**src/rtl/mdu_pkg.sv**
```systemverilog
// Shared types and ALU op codes for the multiply/divide sequencer.
// Imported by the EX-stage MDU files and its bench.
package mdu_pkg;

  localparam logic [3:0] ALU_ADD   = 4'h0;
  localparam logic [3:0] ALU_SUB   = 4'h1;
  localparam logic [3:0] ALU_UNDEF = 4'hf;

  typedef enum logic [1:0] {
    MDU_IDLE = 2'd0,
    MDU_MUL  = 2'd1,
    MDU_DIV  = 2'd2
  } mdu_state_t;

endpackage

```
**src/rtl/mdu_step.sv**
```systemverilog
// One shift-add / restoring-divide iteration around the shared ALU.
// Purely combinational; the sequencer registers the result.
module mdu_step
  import mdu_pkg::*;
#(
  parameter int W = 32
) (
  input  logic         div,
  input  logic [W-1:0] hi,
  input  logic [W-1:0] lo,
  input  logic [W-1:0] opnd,
  input  logic [W-1:0] alu_result,
  output logic [W-1:0] nhi,
  output logic [W-1:0] nlo,
  output logic [W-1:0] lval,
  output logic [W-1:0] rval,
  output logic [3:0]   op
);

  logic [W-1:0] s;
  logic         c;
  logic         t;
  logic [W-1:0] h;
  logic [W-1:0] l;
  logic         borrow;

  always_comb begin
    s      = hi;
    c      = 1'b0;
    t      = hi[W-1];
    h      = {hi[W-2:0], lo[W-1]};
    l      = {lo[W-2:0], 1'b0};
    borrow = 1'b0;
    nhi    = hi;
    nlo    = lo;
    lval   = hi;
    rval   = opnd;
    op     = ALU_ADD;
    if (div) begin
      lval   = h;
      op     = ALU_SUB;
      borrow = alu_result > h;
      if (t | ~borrow) begin
        nhi = alu_result;
        nlo = {l[W-1:1], 1'b1};
      end else begin
        nhi = h;
        nlo = {l[W-1:1], 1'b0};
      end
    end else begin
      // carry of HI+M recovered locally; the ALU has no carry out
      if (lo[0]) begin
        s = alu_result;
        c = alu_result < hi;
      end
      nhi = {c, s[W-1:1]};
      nlo = {s[0], lo[W-1:1]};
    end
  end

endmodule

```
**src/rtl/mdu_sequencer.sv**
```systemverilog
// MULTU/DIVU sequencer: 32 iterations on the shared ALU, owns HI/LO.
// Holds busy (stall) and alu_grant while an operation is in flight.
module mdu_sequencer
  import mdu_pkg::*;
#(
  parameter int DATA_W = 32,
  parameter int CNT_W  = 5
) (
  input  logic              clk,
  input  logic              rst_n,
  input  logic              start,
  input  logic              op_div,
  input  logic [DATA_W-1:0] rs_val,
  input  logic [DATA_W-1:0] rt_val,
  input  logic              hi_we,
  input  logic              lo_we,
  input  logic [DATA_W-1:0] wr_val,
  input  logic [DATA_W-1:0] alu_result,
  output logic [DATA_W-1:0] alu_lvalue,
  output logic [DATA_W-1:0] alu_rvalue,
  output logic [3:0]        alu_op,
  output logic              alu_grant,
  output logic              busy,
  output logic              done,
  output logic [DATA_W-1:0] hi,
  output logic [DATA_W-1:0] lo
);

  localparam logic [CNT_W-1:0] LAST = CNT_W'(DATA_W - 1);

  mdu_state_t        state_q;
  mdu_state_t        state_d;
  logic [CNT_W-1:0]  cnt;
  logic [DATA_W-1:0] opnd;
  logic [DATA_W-1:0] nhi;
  logic [DATA_W-1:0] nlo;
  logic [DATA_W-1:0] lval;
  logic [DATA_W-1:0] rval;
  logic [3:0]        sop;
  logic              last;

  assign last = cnt == LAST;

  mdu_step #(.W(DATA_W)) u_step (
    .div        (state_q == MDU_DIV),
    .hi         (hi),
    .lo         (lo),
    .opnd       (opnd),
    .alu_result (alu_result),
    .nhi        (nhi),
    .nlo        (nlo),
    .lval       (lval),
    .rval       (rval),
    .op         (sop)
  );

  always_comb begin
    state_d    = state_q;
    busy       = 1'b0;
    alu_grant  = 1'b0;
    alu_lvalue = '0;
    alu_rvalue = '0;
    alu_op     = ALU_UNDEF;
    unique case (state_q)
      MDU_IDLE: begin
        if (start)
          state_d = op_div ? MDU_DIV : MDU_MUL;
      end
      MDU_MUL, MDU_DIV: begin
        busy       = 1'b1;
        alu_grant  = 1'b1;
        alu_lvalue = lval;
        alu_rvalue = rval;
        alu_op     = sop;
        if (last)
          state_d = MDU_IDLE;
      end
      default: state_d = MDU_IDLE;
    endcase
  end

  always_ff @(posedge clk) begin
    if (!rst_n) begin
      state_q <= MDU_IDLE;
      cnt     <= '0;
      opnd    <= '0;
      hi      <= '0;
      lo      <= '0;
      done    <= 1'b0;
    end else begin
      state_q <= state_d;
      done    <= busy && last;
      if (busy) begin
        hi  <= nhi;
        lo  <= nlo;
        cnt <= cnt + 1'b1;
      end else if (start) begin
        cnt  <= '0;
        hi   <= '0;
        opnd <= op_div ? rt_val : rs_val;
        lo   <= op_div ? rs_val : rt_val;
      end else begin
        if (hi_we) hi <= wr_val;
        if (lo_we) lo <= wr_val;
      end
    end
  end

endmodule

```
**config.mk**
```make
export PLATFORM = sky130hd
export DESIGN_NAME = mdu_sequencer
export DESIGN_NICKNAME = d
export VERILOG_FILES = /design/src/rtl/mdu_pkg.sv /design/src/rtl/mdu_step.sv /design/src/rtl/mdu_sequencer.sv
export SDC_FILE = /design/constraint.sdc
export NUM_CORES = 1
export LEC_CHECK = 0
export CORE_MARGIN = 1
export CORE_UTILIZATION = 49
export DETAILED_ROUTE_END_ITERATION = 8
export PLACE_DENSITY = 0.85
export SLEW_MARGIN = 5
export SYNTH_ARGS = -nofsm -noshare
export SYNTH_HDL_FRONTEND = slang
export SYNTH_SLANG_ARGS = --single-unit
```
**constraint.sdc**
```tcl
create_clock -name clk -period 3.32 [get_ports clk]
set_clock_uncertainty 0.15 [all_clocks]
set_input_delay 0.664 -clock clk [delete_from_list [all_inputs] [get_ports clk]]
set_output_delay 0.664 -clock clk [all_outputs]
set_load 0.05 [all_outputs]
```
After elaboration in Yosys (flattened, before gate mapping):

Cells that the tools add are included.

* multiplexer cells: 26
* shift-type cells: 0
* $mul: 0
* div/mod/pow operators: 0
* add/sub/neg operators: 1
* magnitude comparators: 2
* reductions and logical operators: 8
* equality and inequality tests: 5
* bitwise gates (word level): 3

Operators with widths (count)
* two-way mux 32 bit: 15
* greater-than comparator 32 bit: 1
* < comparator 32 bit: 1
* two-way mux 5 bit: 2
* two-way mux 2 bit: 3
* nonzero test 3 bit: 2
* adder 5 x 1 -> 5 bit (second input constant): 1
* == test 5 bit (second input constant): 1
* two-way mux 1 bit: 4
* two-way mux 4 bit: 1
* inequality test 2 bit (second input constant): 2
* one-hot mux 2 bit (2 select lines): 1
* AND reduction 2 bit: 2
* == test 2 x 1 -> 1 bit (second input constant): 1
* == test 2 bit (second input constant): 1
* logical NOT 2 bit: 1
* NOT 1 bit: 2
* nonzero test 2 bit: 1
* OR reduction 2 bit: 1
* logical AND 1 bit: 1
* bitwise OR 1 bit: 1

* input port bits: 134
* output and inout bits: 135
* latch bits: 0
* memory bits (read-only): 0
* word-level logic and storage cells: 51
* memories kept: 0
* flip-flop bits (word level): 104
* memory bits (writable): 0

Logic depth before layout (Yosys ltp):

* word-level depth: 6
* depth in mapped cells: 10
* depth with buffers taken out: 8

Cells and area by module:

A second synthesis with hierarchy kept.

* cells, all modules: 1164
* area, all modules: 9231.4 µm²

By module, submodules not included
* mdu_sequencer: seq. area each 2082.0 µm², instances 1, area an instance 5713.0 µm², cells each 632
* mdu_step: seq. area each 0.0 µm², instances 1, area an instance 3518.4 µm², cells each 532

Worst setup path before layout:

Ideal clock, no wire load.

* kind: register to output
* from: register state_q[1]
* to: output alu_lvalue[22]
* data required time: 2506 ps
* data arrival time: 2657 ps
* path buffers: 3
* path slack: -151 ps
* stages on the path, launching flop included: 8
* path through: dfxtp_1 > inv_1 > ha_1 > buf_2 > inv_1 > clkbuf_1 > clkbuf_1 > nor2_1

* word-level cells in the longest chain between the ends: 3
* elaborated cells between the ends (all ways): 5
* those cells by class: 2 x eq/ne; 2 x mux; 1 x reduce/logical

Ends and longest elaborated chain
* from (decl): line mdu_sequencer.sv:31 `mdu_state_t state_q;`
* from (signal assigned): line mdu_sequencer.sv:91 `state_q <= state_d;`
* == test 2 bit or == test 2 x 1 -> 1 bit (tied branches): line mdu_sequencer.sv:45, mdu_sequencer.sv:64
* two-way mux 32 bit or OR reduction 2 bit (tied branches): line mdu_step.sv:39, mdu_sequencer.sv:64
* two-way mux 32 bit *: line mdu_sequencer.sv:64 `unique case (state_q)`
* to (decl): line mdu_sequencer.sv:19 `output logic [DATA_W-1:0] alu_lvalue,`

Every way passes the cells marked *; elsewhere a longest branch is shown, timed or not.

Worst setup path in the final report:

* from: input alu_result[30]
* to: register hi[21]

* word-level cells in the longest chain between the ends: 6

Ends and longest elaborated chain
* from (decl): line mdu_sequencer.sv:18 `input logic [DATA_W-1:0] alu_result,`
* greater-than comparator 32 bit: line mdu_step.sv:42 `borrow = alu_result > h;`
* NOT 1 bit: line mdu_step.sv:43 `if (t | ~borrow) begin`
* bitwise OR 1 bit: line mdu_step.sv:43
* two-way mux 32 bit: line mdu_step.sv:43
* two-way mux 32 bit: line mdu_step.sv:39 `if (div) begin`
* two-way mux 32 bit: line mdu_sequencer.sv:93 `if (busy) begin`
* to (signal assigned): line mdu_sequencer.sv:94 `hi <= nhi;`
* to (signal assigned): line mdu_sequencer.sv:103 `if (hi_we) hi <= wr_val;`
* to (decl): line mdu_sequencer.sv:25 `output logic [DATA_W-1:0] hi,`

No other way between the ends.
A chain may end at the register's enable or synchronous reset.

==> impl_metrics.xml <==
<?xml version="1.0" encoding="UTF-8"?>
<metrics>
  <group name="run_status">
    <metric name="outcome" unit="">finished clean</metric>
  </group>
  <group name="route">
    <metric name="remaining_drc_errors" unit="">0</metric>
    <metric name="detail_route.vias_per_cell" unit="">5.97</metric>
    <metric name="antenna_violating_nets_post_route" unit="">0</metric>
    <metric name="initialDrtViolationCount" unit="">680</metric>
    <metric name="wirelength" unit="um">29100</metric>
    <metric name="wire_per_inst" unit="um">18.0</metric>
    <metric name="dr_total_vias" unit="">9623</metric>
    <metric name="drtPass1Iterations" unit="">5</metric>
  </group>
  <group name="global_route">
    <metric name="grt-ovfl-total" unit="">0</metric>
    <metric name="grt_antenna_before_repair" unit="">0</metric>
    <metric name="first_global_vias" unit="">8902</metric>
    <metric name="grt_max_degree" unit="">67</metric>
    <metric name="grt_usage" unit="%">29.8</metric>
    <metric name="grt_first_pass_wirelength" unit="um">44600</metric>
  </group>
  <group name="setup_path">
    <metric name="crit_family" unit="">compound AO/OA/AOI/OAI gates</metric>
    <metric name="required" unit="ns">3.41</metric>
    <metric name="worst_setup_path_end_kind" unit="">flop</metric>
    <metric name="cp_cell_sequence" unit="">clkdlybuf4s50_1, ha_1, a21oi_1, nand2_1, a22o_1, o41ai_2, buf_12, a21oi_1, o31a_1</metric>
    <metric name="cp_slowest_stage_delay" unit="ns">0.48</metric>
    <metric name="cp_slowest_cell" unit="">sky130_fd_sc_hd__o41ai_2</metric>
    <metric name="crit_path_max_fanout" unit="">49</metric>
    <metric name="setup.worst_path.start_class" unit="">input pin</metric>
    <metric name="timing.setup.critical_path_class" unit="">in -&gt; reg</metric>
    <metric name="crit_path_frequent_cell" unit="">sky130_fd_sc_hd__a21oi_1</metric>
    <metric name="crit_arrival" unit="ns">3.14</metric>
    <metric name="cp.buffers_inverters" unit="">2</metric>
  </group>
  <group name="final_layout">
    <metric name="layout.cells.most_common_list" unit="">sky130_fd_sc_hd__clkdlybuf4s50_1, sky130_fd_sc_hd__o21ai_0, sky130_fd_sc_hd__mux2i_1</metric>
    <metric name="finalNonFillerCells" unit="">1611</metric>
    <metric name="layout-drive-gt1-share" unit="%">12.6</metric>
    <metric name="nets" unit="">1579</metric>
    <metric name="antenna_cells_inserted" unit="">0</metric>
    <metric name="area_growth_syn_to_layout" unit="%">40.6</metric>
    <metric name="multi_input_combinational_cell_area" unit="um^2">6350</metric>
    <metric name="area.sequential" unit="um^2">2080</metric>
    <metric name="layout_commonest_cell" unit="">sky130_fd_sc_hd__clkdlybuf4s50_1</metric>
    <metric name="final_area" unit="um^2">12600</metric>
    <metric name="fillers" unit="">1443</metric>
  </group>
  <group name="power">
    <metric name="ir_worst_vdd" unit="V">0.000452</metric>
    <metric name="intPower" unit="W">0.00343</metric>
    <metric name="power.net_switching" unit="W">0.00298</metric>
    <metric name="power.density" unit="nW/um^2">508</metric>
    <metric name="sequentialPowerShare" unit="%">26.3</metric>
    <metric name="switching_share" unit="%">46.5</metric>
    <metric name="p_clk_share" unit="%">17.0</metric>
    <metric name="power_frac_comb" unit="%">56.7</metric>
    <metric name="power.leakage" unit="nW">5.33</metric>
  </group>
  <group name="die">
    <metric name="horizontal_die_dimension" unit="um">137</metric>
    <metric name="dieHeight" unit="um">137</metric>
    <metric name="boundaryPins" unit="">269</metric>
    <metric name="coreArea" unit="um^2">18000</metric>
    <metric name="rows" unit="">49</metric>
    <metric name="initial_core_util" unit="%">50.0</metric>
    <metric name="fp.dieArea" unit="um^2">18900</metric>
  </group>
  <group name="timing">
    <metric name="final.min_clock_period" unit="ns">3.05</metric>
    <metric name="report.final.slew_viol_count" unit="">0</metric>
    <metric name="grt_setup_unrepaired" unit="">false</metric>
    <metric name="worst_pin_slew" unit="ns">0.625</metric>
    <metric name="final_hold_viol_count" unit="">0</metric>
    <metric name="max_freq" unit="MHz">328</metric>
    <metric name="finalCritPeriodShare" unit="%">91.8</metric>
    <metric name="timing.max_slew.rel_slack" unit="%">58.3</metric>
    <metric name="report.final.setup_viol" unit="">0</metric>
  </group>
  <group name="cts">
    <metric name="count_of_cells_resized_by_post_cts_repair" unit="">0</metric>
    <metric name="clock_latency" unit="ns">0.35</metric>
    <metric name="cts_root_buffer" unit="">sky130_fd_sc_hd__clkbuf_16</metric>
    <metric name="cts.path.max_buffers" unit="">2</metric>
    <metric name="post_cts_buffers" unit="">0</metric>
    <metric name="clock_sinks" unit="">104</metric>
    <metric name="cts.htree.levels" unit="">3</metric>
    <metric name="cts_tree" unit="">built</metric>
    <metric name="cts_inserted_buffers" unit="">9</metric>
    <metric name="clk_transition_reported_paths" unit="ns">0.07</metric>
    <metric name="holdBufCountCts" unit="">0</metric>
  </group>
  <group name="synthesis">
    <metric name="synth-edff-count" unit="">0</metric>
    <metric name="instance_count_of_the_mapped_netlist" unit="">1157</metric>
    <metric name="synth_top_area_cell" unit="">sky130_fd_sc_hd__dfxtp_1</metric>
    <metric name="synth.ff_latch_count" unit="">104</metric>
    <metric name="ys_types" unit="">47</metric>
    <metric name="synth_area_leaders" unit="">sky130_fd_sc_hd__dfxtp_1, sky130_fd_sc_hd__mux2i_1, sky130_fd_sc_hd__o21ai_0</metric>
    <metric name="synth_largest_type_area_fraction" unit="%">23.2</metric>
    <metric name="mappedNetlistArea" unit="um^2">8980</metric>
    <metric name="yosys_warnings" unit="">0</metric>
    <metric name="seq_area_frac_synth" unit="%">23.2</metric>
    <metric name="syn-num-nets" unit="">1359</metric>
    <metric name="postSynth.topFlopCell" unit="">sky130_fd_sc_hd__dfxtp_1</metric>
    <metric name="mean_area_per_synthesized_cell" unit="um^2">7.76</metric>
    <metric name="synth-async-reset-ratio" unit="%">0</metric>
  </group>
  <group name="placed_design">
    <metric name="placed_cells_incl_taps" unit="">1595</metric>
    <metric name="globalplace.congestion" unit="">0.882</metric>
    <metric name="area_after_dpl" unit="um^2">12300</metric>
    <metric name="portBuffers" unit="">268</metric>
    <metric name="place_hpwl" unit="um">21100</metric>
  </group>
  <group name="flow_run">
    <metric name="timing.max_cap.violations" unit="">0</metric>
  </group>
  <group name="min_path">
    <metric name="worstHoldPathType" unit="">reg -&gt; reg</metric>
  </group>
</metrics>
[layout make-up]
type                    instances  area share (%)
clock buffers                  10            1.89
clock inverters                 6           0.486
inverters                      39            1.16
multi-input cells             910            50.3
flip-flops and latches        104            16.5
well taps                     229            2.27
repair buffers                313            27.4
[power by group through the flow]
stage          clock, W  sequential (W)  combinational [W]
2_1_floorplan         0         0.00213            0.00194
3_3_place_gp          0         0.00170            0.00353
3_5_place_dp          0         0.00171            0.00361
4_1_cts         0.00110         0.00168            0.00363
5_1_grt         0.00116         0.00172            0.00391
6_report        0.00109         0.00169            0.00364
[cell usage after synthesis (all sizes together) (2+ instances only)]
library cell,number
o31a,31
a221oi,32
or3,3
clkbuf,66
o21a,4
inv,39
nor2b,6
a21oi,89
and2,38
a211oi,4
dfxtp,104
o211a,32
mux2i,130
nand2,83
nor3,6
mux2,30
nand4,12
a21boi,4
nor2,100
buf,38
o31ai,2
ha,68
nand3,7
a21o,3
o21ai,172
nor3b,4
and3,35
nor4,2
[final timing paths]
kind | from | to | slack [ns] | cells past startpoint
setup / recovery | alu_result[30] | hi[21]$_SDFFE_PN0P_ | 0.27 | 9
hold / removal | opnd[0]$_SDFFE_PN0P_ | opnd[0]$_SDFFE_PN0P_ | 0.34 | 1
setup reg to reg | hi[29]$_SDFFE_PN0P_ | hi[21]$_SDFFE_PN0P_ | 0.45 | 9
hold reg to reg | opnd[0]$_SDFFE_PN0P_ | opnd[0]$_SDFFE_PN0P_ | 0.34 | 1
[through the flow]
step | utilization (%) | total power, W | setup TNS [ns] | hold slack, ns | setup WS (ns)
floorplan | - | 0.00408 | -1.36 | 0.314 | -0.151
global placement | 68.6 | 0.00523 | 0 | 0.322 | 0.0264
detailed placement | 68.6 | 0.00532 | -0.202 | 0.329 | -0.0287
CTS | 70.3 | 0.00641 | 0 | 0.346 | 0.254
global route | 70.3 | 0.00678 | 0 | 0.363 | 0.152
finish | 70.3 | 0.00642 | 0 | 0.342 | 0.272
[metal layers]
layer	vias up	GRT usage [%]	share of wire (%)
li1	4659	-	-
met1	4515	37.6	42
met2	389	50.8	48
met3	60	4.19	6.8
met4	0	12.3	3.2
met5	-	0	0
[flip-flops by register name, indices dropped and copies added (netlist names)]
signal / count
hi: 32
lo: 32
opnd: 32
cnt: 5
state_q: 2
done: 1
[cell families (layout without fill, tap and decap cells)]
family / after synthesis / count (layout) / share of synthesized area [%]
and+or+nand+nor: 300 / 300 / 16.0
AOI/OAI and AO/OA: 382 / 382 / 26.5
buffers and inverters: 143 / 368 / 6.65
adders and majority gates: 68 / 68 / 9.47
muxes: 160 / 160 / 18.3
DFF: 104 / 104 / 23.2
Power figures use the tool's default switching activity.
